## src/rtl/pipe_select_mux.sv

```systemverilog
// ---------------------------------------------------------------------------
// pipe_select_mux
//
// Pipelined NUM_IN-to-1 word selector for the operand and forwarding paths.
// A combinational decode picks one of the packed inputs. One input can be
// marked as narrow, and only its low NARROW_W bits are passed, zero-extended.
// A select that is out of range produces ERR_VAL and raises an error bit.
// The result then passes through DEPTH register stages that support stall
// and flush. The design also keeps a saturating count of accepted
// out-of-range selects.
//
// Ports
//   Clk        rising-edge clock
//   Rst        synchronous active-high reset
//   in_bus     packed inputs, input k at [k*WIDTH +: WIDTH]
//   sel        input select
//   in_valid   qualifies sel / in_bus this cycle
//   stall      freezes every stage
//   flush      invalidates every stage (wins over stall)
//   out        selected word from the last stage
//   out_valid  out holds a valid accepted word
//   out_err    last-stage word came from an out-of-range select
//   err_count  saturating count of accepted out-of-range selects
// ---------------------------------------------------------------------------
module pipe_select_mux #(
    parameter int              WIDTH      = 32,
    parameter int              NUM_IN     = 3,
    parameter int              SEL_W      = 2,
    parameter int              DEPTH      = 1,
    parameter int              NARROW_IDX = 2,
    parameter int              NARROW_W   = 5,
    parameter logic [WIDTH-1:0] ERR_VAL   = {WIDTH{1'b1}}
) (
    input  logic                     Clk,
    input  logic                     Rst,
    input  logic [NUM_IN*WIDTH-1:0]  in_bus,
    input  logic [SEL_W-1:0]         sel,
    input  logic                     in_valid,
    input  logic                     stall,
    input  logic                     flush,
    output logic [WIDTH-1:0]         out,
    output logic                     out_valid,
    output logic                     out_err,
    output logic [7:0]               err_count
);

    // Keeps the significant bits of the narrow input. The right shift avoids
    // overflowing the mask when NARROW_W equals WIDTH.
    localparam logic [WIDTH-1:0] NARROW_MASK =
        (NARROW_W >= WIDTH) ? {WIDTH{1'b1}}
                            : ({WIDTH{1'b1}} >> (WIDTH - NARROW_W));

    function automatic logic [7:0] sat_inc8(input logic [7:0] v);
        return (v == 8'hFF) ? v : v + 8'd1;
    endfunction

    // ---- stage 0: combinational select decode ----
    logic [WIDTH-1:0] data_p0;
    logic             err_p0;
    logic             accept_p0;

    always_comb begin
        data_p0 = ERR_VAL;
        err_p0  = 1'b1;
        for (int k = 0; k < NUM_IN; k++) begin
            if (int'(sel) == k) begin
                err_p0 = 1'b0;
                if (k == NARROW_IDX) begin
                    data_p0 = in_bus[k*WIDTH +: WIDTH] & NARROW_MASK;
                end else begin
                    data_p0 = in_bus[k*WIDTH +: WIDTH];
                end
            end
        end
    end

    // A select counts only if it actually enters the pipeline.
    assign accept_p0 = in_valid & ~stall & ~flush;

    // ---- stages 1..DEPTH: register pipeline (index i holds stage i+1) ----
    logic [WIDTH-1:0] data_p [DEPTH];
    logic             vld_p  [DEPTH];
    logic             err_p  [DEPTH];

    always_ff @(posedge Clk) begin
        if (Rst) begin
            for (int i = 0; i < DEPTH; i++) begin
                data_p[i] <= '0;
                vld_p[i]  <= 1'b0;
                err_p[i]  <= 1'b0;
            end
        end else if (flush) begin
            // Data is left in place; it is don't-care while invalid.
            for (int i = 0; i < DEPTH; i++) begin
                vld_p[i] <= 1'b0;
                err_p[i] <= 1'b0;
            end
        end else if (!stall) begin
            data_p[0] <= data_p0;
            vld_p[0]  <= in_valid;
            // An invalid cycle never carries an error into the pipeline.
            err_p[0]  <= in_valid & err_p0;
            for (int i = 1; i < DEPTH; i++) begin
                data_p[i] <= data_p[i-1];
                vld_p[i]  <= vld_p[i-1];
                err_p[i]  <= err_p[i-1];
            end
        end
    end

    // ---- error counter: updates on the accepting edge ----
    logic [7:0] err_count_r;

    always_ff @(posedge Clk) begin
        if (Rst) begin
            err_count_r <= 8'd0;
        end else if (accept_p0 && err_p0) begin
            err_count_r <= sat_inc8(err_count_r);
        end
    end

    // ---- outputs: registered only ----
    assign out       = data_p[DEPTH-1];
    assign out_valid = vld_p[DEPTH-1];
    assign out_err   = err_p[DEPTH-1];
    assign err_count = err_count_r;

endmodule

```

## config.mk

```make
export PLATFORM = sky130hd
export DESIGN_NAME = pipe_select_mux
export DESIGN_NICKNAME = d
export VERILOG_FILES = /design/src/rtl/pipe_select_mux.sv
export SDC_FILE = /design/constraint.sdc
export NUM_CORES = 1
export LEC_CHECK = 0
export ABC_AREA = 1
export ABC_CLOCK_PERIOD_IN_PS = 3080
export BUFFER_PORTS_ARGS = -buffer_cell sky130_fd_sc_hd__buf_4
export CAP_MARGIN = 20
export CORE_MARGIN = 2
export CORE_UTILIZATION = 43
export DETAILED_ROUTE_END_ITERATION = 8
export GPL_ROUTABILITY_DRIVEN = 0
export PLACE_DENSITY = 0.85
export RECOVER_POWER = 25
export SLEW_MARGIN = 20
export SYNTH_ARGS = -nofsm -noshare
export SYNTH_HDL_FRONTEND = slang
export SYNTH_SLANG_ARGS = --single-unit
```

## constraint.sdc

```tcl
create_clock -name Clk -period 3.08 [get_ports Clk]
set_clock_uncertainty 0.15 [all_clocks]
set_input_delay 0.154 -clock Clk [delete_from_list [all_inputs] [get_ports Clk]]
set_output_delay 0.154 -clock Clk [all_outputs]
set_load 0.02 [all_outputs]
```

==> results.md <==
* Commonest non-fill, non-tap cell in the layout: buf_4
* Critical path startpoint category: input port
* First-pass GRT wire length at slightly above 8000 um
* Post-DRT Antenna Nets at 0
* Rel. slew slack at 0.5473
* H-tree levels at 2
* VDD IR max at ~250 uV
* DRT iter0 DRCs at approximately 110
* Total setup buffers inserted after CTS at 0
* RSZ-0062 raised after global routing: false
* Clk pin slew, worst setup/hold paths at 0.08 ns
* Root Buffer: clkbuf_8
* PortBufs at roughly 120
* Cell Count, Final, Fillers Out at 380
* Arrival @ worst endpoint at between 1.5 and 2 ns
* Clk Latency, worst-skew pair at 0.29 ns
* R2R Path End: err_count[0]$_SDFFE_PP0P_
* Post-synthesis cell count at ~210
* Start point of the critical path: Rst
* Slowest library cell on the worst path: dlygate4sd3_1
* Die Y-Extent at 71.89 um
* Hold Path Stages at 3
* DR WL/cell at roughly 14 um
* Clk sinks at 42
* Most used cell, CP: buf_4
* N_diodes at 0
* Hold Path Class: in2reg
* Initial antenna violation count at 0
* Pwr Density at between 400 and 500 nW/um^2
* Pleak at ~1.2 nW
* Count of pins over their slew limit at 0
* Pin count of the biggest net entering global routing at 33
* Setup TNS at 0 ns
* DR pass1 iterations at 4
* Critical path buffers and inverters at 4
* Proportion of layout cells with a drive suffix above 1 at 0.3049
* Layout area overhead at 44.07%
* Worst Max-Slew Pin Slew at 0.6765 ns
* Final Critical Period at 1.752 ns
* Max Fclk at 570.9 MHz
* TritonCTS clock tree: yes
* Worst r2r src: err_count[0]$_SDFFE_PP0P_
* Final HPWL DP at 3948 um
* Ys Warns at 0
* Crit path capture type: register
* Setup CP Type: in2reg
* Fin nets at 431
* Sequential area share after synthesis at 0.5960
* Via/cell ratio at just over 5
* Max_cap viols at 0
* Yosys cell types at 22
* GR Overflow Total at 0
* Chip width at slightly above 70 um
* Hold Fails Final Rpt at 0
* Synth Register Bits at 42
* WP data required at around 2.9 ns
* DRC errors left at 0
* Post-Syn Nets at ~310
* Mean Syn Cell Area at 9.528 sq um
* Cell depth of the worst setup path at 5
* Initial Util at 0.4521
* Status: finished clean
* GRT Util Overall at 0.2056
* Row count at 24
* Reg2reg path depth at 8
* Num ports at roughly 150
* Vias in the first global route at 1840
* Mapped cell area at 1982 sq um
* Final setup vio count at 0
* Die area at roughly 5200 sq um
* Max FO, Critical Path at 32
* CP Cell Sequence: dlygate4sd3_1, buf_4, clkinv_1, nand2_1, buf_4
* Most frequent cells in the layout: 89 x buf_4, 52 x nor2_1, 34 x edfxtp_1, 33 x nand2_1, 30 x clkbuf_1
* Register-to-register path setup slack at 1.41 ns
* Core area at between 4000 and 5000 sq um
* Total Power at 1.239 mW
* Crit path max-delay family: buffers and inverters
* Post-layout util at 0.6513
* Placed Cells at 371
* Total CTS buffers at 5
* Critical path endpoint: data_p[0][8]$_SDFFCE_PP0P_
* CP max stage delay at approximately 0.54 ns
* Detailed Route WL at between 5000 and 6000 um
* Via count of the routed design at slightly below 2k
* Deepest clock path buffer count at 2
* Period utilization at 0.5687
-- power by group --
part / switching [mW] / internal, mW
combinational: 0.133 / 0.105
sequential: 0.0113 / 0.654
clock: 0.180 / 0.156
-- layer usage --
| layer | vias to the layer above | track usage | routed length (um) |
|---|---|---|---|
| li1 | 953 | - | - |
| met1 | 899 | 0.2260 | 1922 |
| met2 | 92 | 0.3807 | 2867 |
| met3 | 12 | 0.05417 | 465 |
| met4 | 0 | 0.07338 | 102 |
| met5 | - | 0 | 0 |
-- synth_stat cells, drive strengths merged --
library cell | instances | area (sq um)
nand3 | 11 | 55.05
dfxtp | 8 | 160.2
inv | 17 | 63.81
clkbuf | 2 | 27.53
xor2 | 1 | 8.760
nand2 | 34 | 130.1
a21oi | 1 | 5.000
a31oi | 4 | 25.02
o21ai | 8 | 43.79
buf | 5 | 40.04
edfxtp | 34 | 1021
clkinv | 2 | 7.510
ha | 1 | 12.51
nor2 | 53 | 206.5
o22ai | 27 | 175.2
-- timing repair --
| action | in CTS | in global routing |
|---|---|---|
| endpoints found under the setup margin | 0 | 0 |
| resized for setup | 0 | 0 |
| hold endpoints to repair | 1 | 0 |
| hold buffers | 1 | 0 |
-- sequential cells by signal, summed over array words and instances (netlist names) --
name / count
err_p: 1
err_count: 8
data_p: 32
vld_p: 1
-- through the flow --
stage | setup slack (ns) | hold slack (ns) | area, sq um
floorplan | 1.493 | 0.07307 | 1982
global placement | 1.329 | 0.1845 | 2865
detailed placement | 1.277 | 0.1970 | 2865
CTS | 1.353 | 0.02503 | 2957
global route | 1.232 | 0.04695 | 2855
finish | 1.328 | 0.03228 | 2855
-- cell type report --
| class | instances | area (sq um) |
|---|---|---|
| well taps | 52 | 65.06 |
| multi-input cells | 140 | 669.4 |
| inverters | 19 | 71.32 |
| fillers | 407 | 1529 |
| clock inverters | 2 | 8.758 |
| repair buffers | 119 | 787.0 |
| clock buffers | 6 | 72.57 |
| flip-flops and latches | 42 | 1181 |
-- worst min path at each step --
stage              from                         to  slack (ns)
2_1_floorplan       Rst  err_count[2]$_SDFFE_PP0P_        0.07
3_3_place_gp        Rst  err_count[2]$_SDFFE_PP0P_        0.18
3_5_place_dp        Rst  err_count[2]$_SDFFE_PP0P_        0.20
4_1_cts        in_valid         vld_p[0]$_DFFE_PP_        0.03
5_1_grt        in_valid         vld_p[0]$_DFFE_PP_        0.05
6_report       in_valid         vld_p[0]$_DFFE_PP_        0.03
-- worst reg2reg max path: stages (launching register included) --
cell      delay (ns)
dfxtp_1         0.42
ha_1            0.26
inv_1           0.05
nor2_1          0.13
nand2_1         0.16
nand2_1         0.16
clkinv_1        0.10
nor2_1          0.10
nor2_1          0.05
-- logic make-up (layout without fill, tap and decap cells) --
| group | after synthesis | after routing | share of synthesized area |
|---|---|---|---|
| adder cells (fa/ha/maj) | 1 | 1 | 0.006312 |
| AND/OR/NAND/NOR | 98 | 98 | 0.1976 |
| flip-flops | 42 | 42 | 0.5960 |
| XOR/XNOR | 1 | 1 | 0.004420 |
| buffers and inverters | 26 | 146 | 0.07008 |
| AO/OA/AOI/OAI | 40 | 40 | 0.1256 |
Note: power is estimated with default switching activity, not from simulation.
